$ cat config.mk
export PLATFORM = sky130hd
export DESIGN_NAME = demux_1n_reg_flat
export DESIGN_NICKNAME = d
export VERILOG_FILES = /design/src/rtl/demux_1n_reg_if.sv /design/src/rtl/demux_1n_reg.sv /design/src/flat_wrapper.sv
export SDC_FILE = /design/constraint.sdc
export NUM_CORES = 1
export LEC_CHECK = 0
export CAP_MARGIN = 0
export CORE_ASPECT_RATIO = 0.75
export CORE_MARGIN = 4
export CORE_UTILIZATION = 49
export CTS_CLUSTER_DIAMETER = 80
export DETAILED_ROUTE_END_ITERATION = 8
export PLACE_DENSITY = 0.82
export SLEW_MARGIN = 10
export SYNTH_ARGS = -nofsm -noshare
export SYNTH_HDL_FRONTEND = slang
export SYNTH_SLANG_ARGS = --single-unit
$ cat constraint.sdc
create_clock -name clk -period 2.62 [get_ports clk]
set_input_delay 0.524 -clock clk [delete_from_list [all_inputs] [get_ports clk]]
set_output_delay 0.524 -clock clk [all_outputs]
set_load 0.03 [all_outputs]
$ cat src/rtl/demux_1n_reg_if.sv
// Handshake bundle for the registered 1-to-N demultiplexer: one input port
// and NUM_OUT output channels, each with valid/ready.
interface demux_1n_reg_if #(
    parameter int WIDTH   = 16,
    parameter int NUM_OUT = 4,
    parameter int SEL_W   = 2
);
    logic                     in_valid;
    logic                     in_ready;
    logic [WIDTH-1:0]         in_data;
    logic [SEL_W-1:0]         in_sel;
    logic                     in_bcast;
    logic [NUM_OUT-1:0]       out_valid;
    logic [NUM_OUT-1:0]       out_ready;
    logic [NUM_OUT*WIDTH-1:0] out_data;

    modport master (
        output in_valid, in_data, in_sel, in_bcast, out_ready,
        input  in_ready, out_valid, out_data
    );

    modport slave (
        input  in_valid, in_data, in_sel, in_bcast, out_ready,
        output in_ready, out_valid, out_data
    );
endinterface

$ cat src/rtl/demux_1n_reg.sv
// Registered 1-to-N demultiplexer: one holding register per channel, broadcast
// delivery to all channels, out-of-range selects dropped and counted.
module demux_1n_reg #(
    parameter int WIDTH   = 16,
    parameter int NUM_OUT = 4,
    parameter int SEL_W   = 2,
    parameter int CNT_W   = 8
) (
    input  logic             clk,
    input  logic             rst,
    demux_1n_reg_if.slave    bus,
    output logic [CNT_W-1:0] drop_cnt,
    output logic             busy
);
    logic [NUM_OUT-1:0]       w_free;
    logic [NUM_OUT-1:0]       w_hit;
    logic [NUM_OUT-1:0]       w_load;
    logic [NUM_OUT-1:0]       w_valid_nxt;
    logic                     w_in_range;
    logic                     w_ready;
    logic                     w_xfer;
    logic                     w_drop;

    logic [NUM_OUT-1:0]       r_valid;
    logic [NUM_OUT*WIDTH-1:0] r_data;
    logic [CNT_W-1:0]         r_drop;
    logic                     r_busy;

    // Acceptance decision, per-channel load strobes and next occupancy.
    always_comb begin
        w_free = ~r_valid | bus.out_ready;
        w_hit  = '0;
        for (int i = 0; i < NUM_OUT; i++) begin
            w_hit[i] = (bus.in_sel == SEL_W'(i));
        end
        w_in_range = |w_hit;

        // Out-of-range words are always taken so they can be discarded.
        if (rst) begin
            w_ready = 1'b0;
        end else if (bus.in_bcast) begin
            w_ready = &w_free;
        end else if (w_in_range) begin
            w_ready = |(w_hit & w_free);
        end else begin
            w_ready = 1'b1;
        end

        w_xfer = bus.in_valid && w_ready;
        w_drop = w_xfer && !bus.in_bcast && !w_in_range;

        if (w_xfer && bus.in_bcast) begin
            w_load = '1;
        end else if (w_xfer) begin
            w_load = w_hit;
        end else begin
            w_load = '0;
        end

        w_valid_nxt = (r_valid & ~bus.out_ready) | w_load;
    end

    // Holding registers, saturating drop counter and busy flag.
    always_ff @(posedge clk) begin
        if (rst) begin
            r_valid <= '0;
            r_data  <= '0;
            r_drop  <= '0;
            r_busy  <= 1'b0;
        end else begin
            r_valid <= w_valid_nxt;
            r_busy  <= |w_valid_nxt;
            for (int i = 0; i < NUM_OUT; i++) begin
                if (w_load[i]) begin
                    r_data[i*WIDTH +: WIDTH] <= bus.in_data;
                end else begin
                    r_data[i*WIDTH +: WIDTH] <= r_data[i*WIDTH +: WIDTH];
                end
            end
            if (w_drop && (r_drop != '1)) begin
                r_drop <= r_drop + CNT_W'(1);
            end else begin
                r_drop <= r_drop;
            end
        end
    end

    assign bus.in_ready  = w_ready;
    assign bus.out_valid = r_valid;
    assign bus.out_data  = r_data;
    assign drop_cnt      = r_drop;
    assign busy          = r_busy;
endmodule

$ cat src/flat_wrapper.sv
// flat-port wrapper written by rule: the top's interface ports become plain ports
module demux_1n_reg_flat 
#(
    parameter int WIDTH   = 16,
    parameter int NUM_OUT = 4,
    parameter int SEL_W   = 2,
    parameter int CNT_W   = 8
)
  (clk, rst, drop_cnt, busy, bus_in_valid, bus_in_data, bus_in_sel, bus_in_bcast, bus_out_ready, bus_in_ready, bus_out_valid, bus_out_data);
  demux_1n_reg_if #(.WIDTH(WIDTH), .NUM_OUT(NUM_OUT), .SEL_W(SEL_W)) bus_i ();
  input  logic clk;
  input  logic rst;
  output logic [CNT_W-1:0] drop_cnt;
  output logic busy;
  input wire logic [$bits(bus_i.in_valid)-1:0] bus_in_valid;
  input wire logic [$bits(bus_i.in_data)-1:0] bus_in_data;
  input wire logic [$bits(bus_i.in_sel)-1:0] bus_in_sel;
  input wire logic [$bits(bus_i.in_bcast)-1:0] bus_in_bcast;
  input wire logic [$bits(bus_i.out_ready)-1:0] bus_out_ready;
  output wire logic [$bits(bus_i.in_ready)-1:0] bus_in_ready;
  output wire logic [$bits(bus_i.out_valid)-1:0] bus_out_valid;
  output wire logic [$bits(bus_i.out_data)-1:0] bus_out_data;
  assign bus_i.in_valid = bus_in_valid;
  assign bus_i.in_data = bus_in_data;
  assign bus_i.in_sel = bus_in_sel;
  assign bus_i.in_bcast = bus_in_bcast;
  assign bus_i.out_ready = bus_out_ready;
  assign bus_in_ready = bus_i.in_ready;
  assign bus_out_valid = bus_i.out_valid;
  assign bus_out_data = bus_i.out_data;
  demux_1n_reg #(.WIDTH(WIDTH), .NUM_OUT(NUM_OUT), .SEL_W(SEL_W), .CNT_W(CNT_W)) u_core (.clk(clk), .rst(rst), .bus(bus_i), .drop_cnt(drop_cnt), .busy(busy));
endmodule
==> results of run 1 <==
## placed cells by master, fill, tap and decap left out
cell	Yosys	routed
a211o_1	2	2
a211oi_1	2	2
a21oi_1	4	4
a221o_1	1	1
a221oi_1	1	1
a41o_1	1	1
a41oi_1	2	2
and2_1	1	1
buf_12	0	5
buf_2	0	1
buf_4	4	4
bufinv_16	0	1
clkbuf_1	10	1
clkbuf_8	0	9
clkdlybuf4s50_1	0	101
clkinv_2	0	3
clkinvlp_4	0	1
dfxtp_1	77	77
inv_1	2	2
mux2i_1	64	64
nand2_1	2	2
nand2b_1	84	84
nand3b_1	1	1
nor2_1	1	1
nor2b_1	9	9
o2111a_1	1	1
o2111ai_2	1	2
o211a_1	1	1
o211ai_1	1	1
o21ai_0	4	4
## area by class of cell
type	count	area [um2]
Timing Repair Buffer	111	1150
Clock inverter	5	52.6
Multi-Input combinational cell	184	1430
Fill cell	464	1550
Clock buffer	10	128
Inverter	2	7.51
Sequential cell	77	1540
Tap cell	78	97.6
## worst min-delay path by stage
stage | from | to | cells after the start
2_1_floorplan | u_core.bus.out_data[35] | u_core.bus.out_data[35] | 2
3_3_place_gp | u_core.drop_cnt[4] | u_core.drop_cnt[4] | 1
3_5_place_dp | u_core.drop_cnt[3] | u_core.drop_cnt[3] | 1
4_1_cts | u_core.drop_cnt[3] | u_core.drop_cnt[3] | 1
5_1_grt | u_core.drop_cnt[4] | u_core.drop_cnt[4] | 1
6_report | u_core.drop_cnt[3] | u_core.drop_cnt[3] | 1
## power by group through the flow
stage	clock, uW	combinational, uW	sequential [uW]
global route	910	609	1290
floorplan	0	197	1440
finish	842	578	1280
detailed placement	0	579	1300
CTS	861	582	1280
global placement	0	571	1300
## routing by layer
metal,up-vias,GRT usage,share of wire
met4,0,0.0614,0.011
met2,87,0.296,0.44
met5,-,0,0
met3,10,0.0924,0.089
li1,1163,-,-
met1,1116,0.250,0.46
## sequential cells by signal, indices dropped and copies added, names as in the netlist
signal and cells:
u_core.drop_cnt 8, u_core.busy 1, u_core.bus.out_valid 4, u_core.bus.out_data 64
## cell families (layout without fill, tap and decap cells)
logic type | after synthesis | in the layout | share of synthesized area
buffers and inverters | 19 | 128 | 0.0355
flip-flops | 77 | 77 | 0.502
multiplexers | 64 | 64 | 0.209
AND/OR/NAND/NOR | 98 | 98 | 0.198
AO/OA/AOI/OAI | 22 | 22 | 0.0559
## stage by stage
step	util	power [uW]	instance area [um2]	cells	hold WS, ns
final	0.740	2700	4400	467	0.470
after global routing	0.740	2800	4400	467	0.487
after CTS	0.740	2720	4400	467	0.471
after detailed placement	0.709	1880	4220	452	0.456
after global placement	0.709	1870	4220	452	0.452
after floorplan	-	1640	3070	280	0.596
==> run summary, run 1 <==
Switch share: 0.282
Count of cell types in the netlist: 25
Worst R2R End: u_core.bus.out_data[5]
DPL Wire Length: 5190 um
Total CTS buffers: 9
Setup WS post-layout: 0.132 ns
Crit-path max FO: 7
Share of flip-flops with an asynchronous set or reset: 0
Max-slew violation count: 0
CTS root buffer: clkbuf_8
Top Ports: 104
Clock power frac: 0.312
Most frequent cell after synthesis: nand2b_1
DRC Markers: 0
Initial core utilization: 0.516
Flop pwr share: 0.474
Max Clock Freq: 402 MHz
Worst path bufs/invs: 2
Synthesized cell area: 3070 um2
PwrDens: 613 nW/um2
Largest delay share family, worst path: buffers and inverters
Critical path origin: bus_in_sel[0]
Row count: 24
Max Cap Viol: 0
Critical-path cell list: clkdlybuf4s50_1 > nor2_1 > a221oi_1 > a211oi_1 > buf_4
Slowest stage delay, CP: 0.59 ns
Final-stage net count: 411
Setup TNS: 0 ns
Die Width: 99.4 um
Post-Syn Area per Cell: 11.0 um2
Clock buffer depth: 2
Synth top area share: 0.502
Syn nets: 306
Hold crit path type: flip-flop to flip-flop
Setup crit end: bus_in_ready
CTS tree: yes
# resized after CTS: 0
Largest net degree at the start of global routing: 77
Synth area leader: dfxtp_1
Max transition margin: 0.688
Antenna-violating nets left: 0
WP data arrival: 1.96 ns
Number of synthesis warnings: 0
Reg2Reg Setup Slack: 0.89 ns
First-pass GRT wire length: 11900 um
Reg clk slew, reported paths: 0.07 ns
Tmin final: 2.49 ns
CP required: 2.10 ns
Cells on worst reg2reg path: 6
Die Y: 76.5 um
CTS H-tree depth: 3
RePlAce Congestion: 0.869
Crit start category: primary input
CTS hold repair buffers: 0
First-pass DRT Iterations: 4
Proportion of layout cells with a drive suffix above 1: 0.0668
Vias in the first global route: 2363
Gr ovfl total: 0
Post-CTS Setup Repair Bufs: 0
Post-synthesis cell count: 280
DRT iter0 DRCs: 88
Synth area leaders: dfxtp_1 50%, mux2i_1 21%, nand2b_1 17%
Port Buffers: 103
# setup viols final: 0
Combinational group share of total power: 0.214
Final Hold Viols: 0
Setup Crit Path Kind: primary input to primary output
Wirelength per Cell: 15.8 um
Peak supply drop: 363 uV
CP max-delay cell: clkdlybuf4s50_1
Leak: 0.00183 uW
Maximum clock skew at final layout: 0.00567 ns
Critical path endpoint category: primary output
Status: finished clean
Post-route clock period utilization: 0.950
Sequential area share after synthesis: 0.502
P_sw: 760 uW
Antenna Cells: 0
RR Startpoint: u_core.bus.out_valid[0]
Internal power: 1940 uW
Register bit count reported by yosys: 77
Slew @ Worst Pin: 0.468 ns
Stages on the worst setup path: 5
GRT Resource Usage Total: 0.197
Clk Latency, worst-skew pair: 0.34 ns
Wirelength, routed: 7400 um
Routed vias/inst: 5.09
Commonest cells post-synth: 84 x nand2b_1, 77 x dfxtp_1, 64 x mux2i_1, 10 x clkbuf_1, 9 x nor2b_1
Layout area overhead: 43.3%
RSZ-0062 raised after global routing: false
Core area: 5950 um2
Clock sink total: 77
DIE AREA: 7610 um2
Post-synth EDFFs: 0
Via Count: 2376
Initial antenna violation count: 0
Predominant post-synthesis flop cell: dfxtp_1
Place WS: 0.155 ns
Power figures use the tool's default switching activity.
==> run 2: changes to the inputs <==
--- a/config.mk
+++ b/config.mk
@@ -5,12 +5,13 @@
 export SDC_FILE = /design/constraint.sdc
 export NUM_CORES = 1
 export LEC_CHECK = 0
-export CAP_MARGIN = 0
+export CAP_MARGIN = 10
 export CORE_ASPECT_RATIO = 0.75
 export CORE_MARGIN = 4
 export CORE_UTILIZATION = 49
 export CTS_CLUSTER_DIAMETER = 80
 export DETAILED_ROUTE_END_ITERATION = 8
+export GPL_ROUTABILITY_DRIVEN = 0
 export PLACE_DENSITY = 0.82
 export SLEW_MARGIN = 10
 export SYNTH_ARGS = -nofsm -noshare
==> results of run 2 <==
No change in the layout: final DEF, timing and power equal those of run 1.
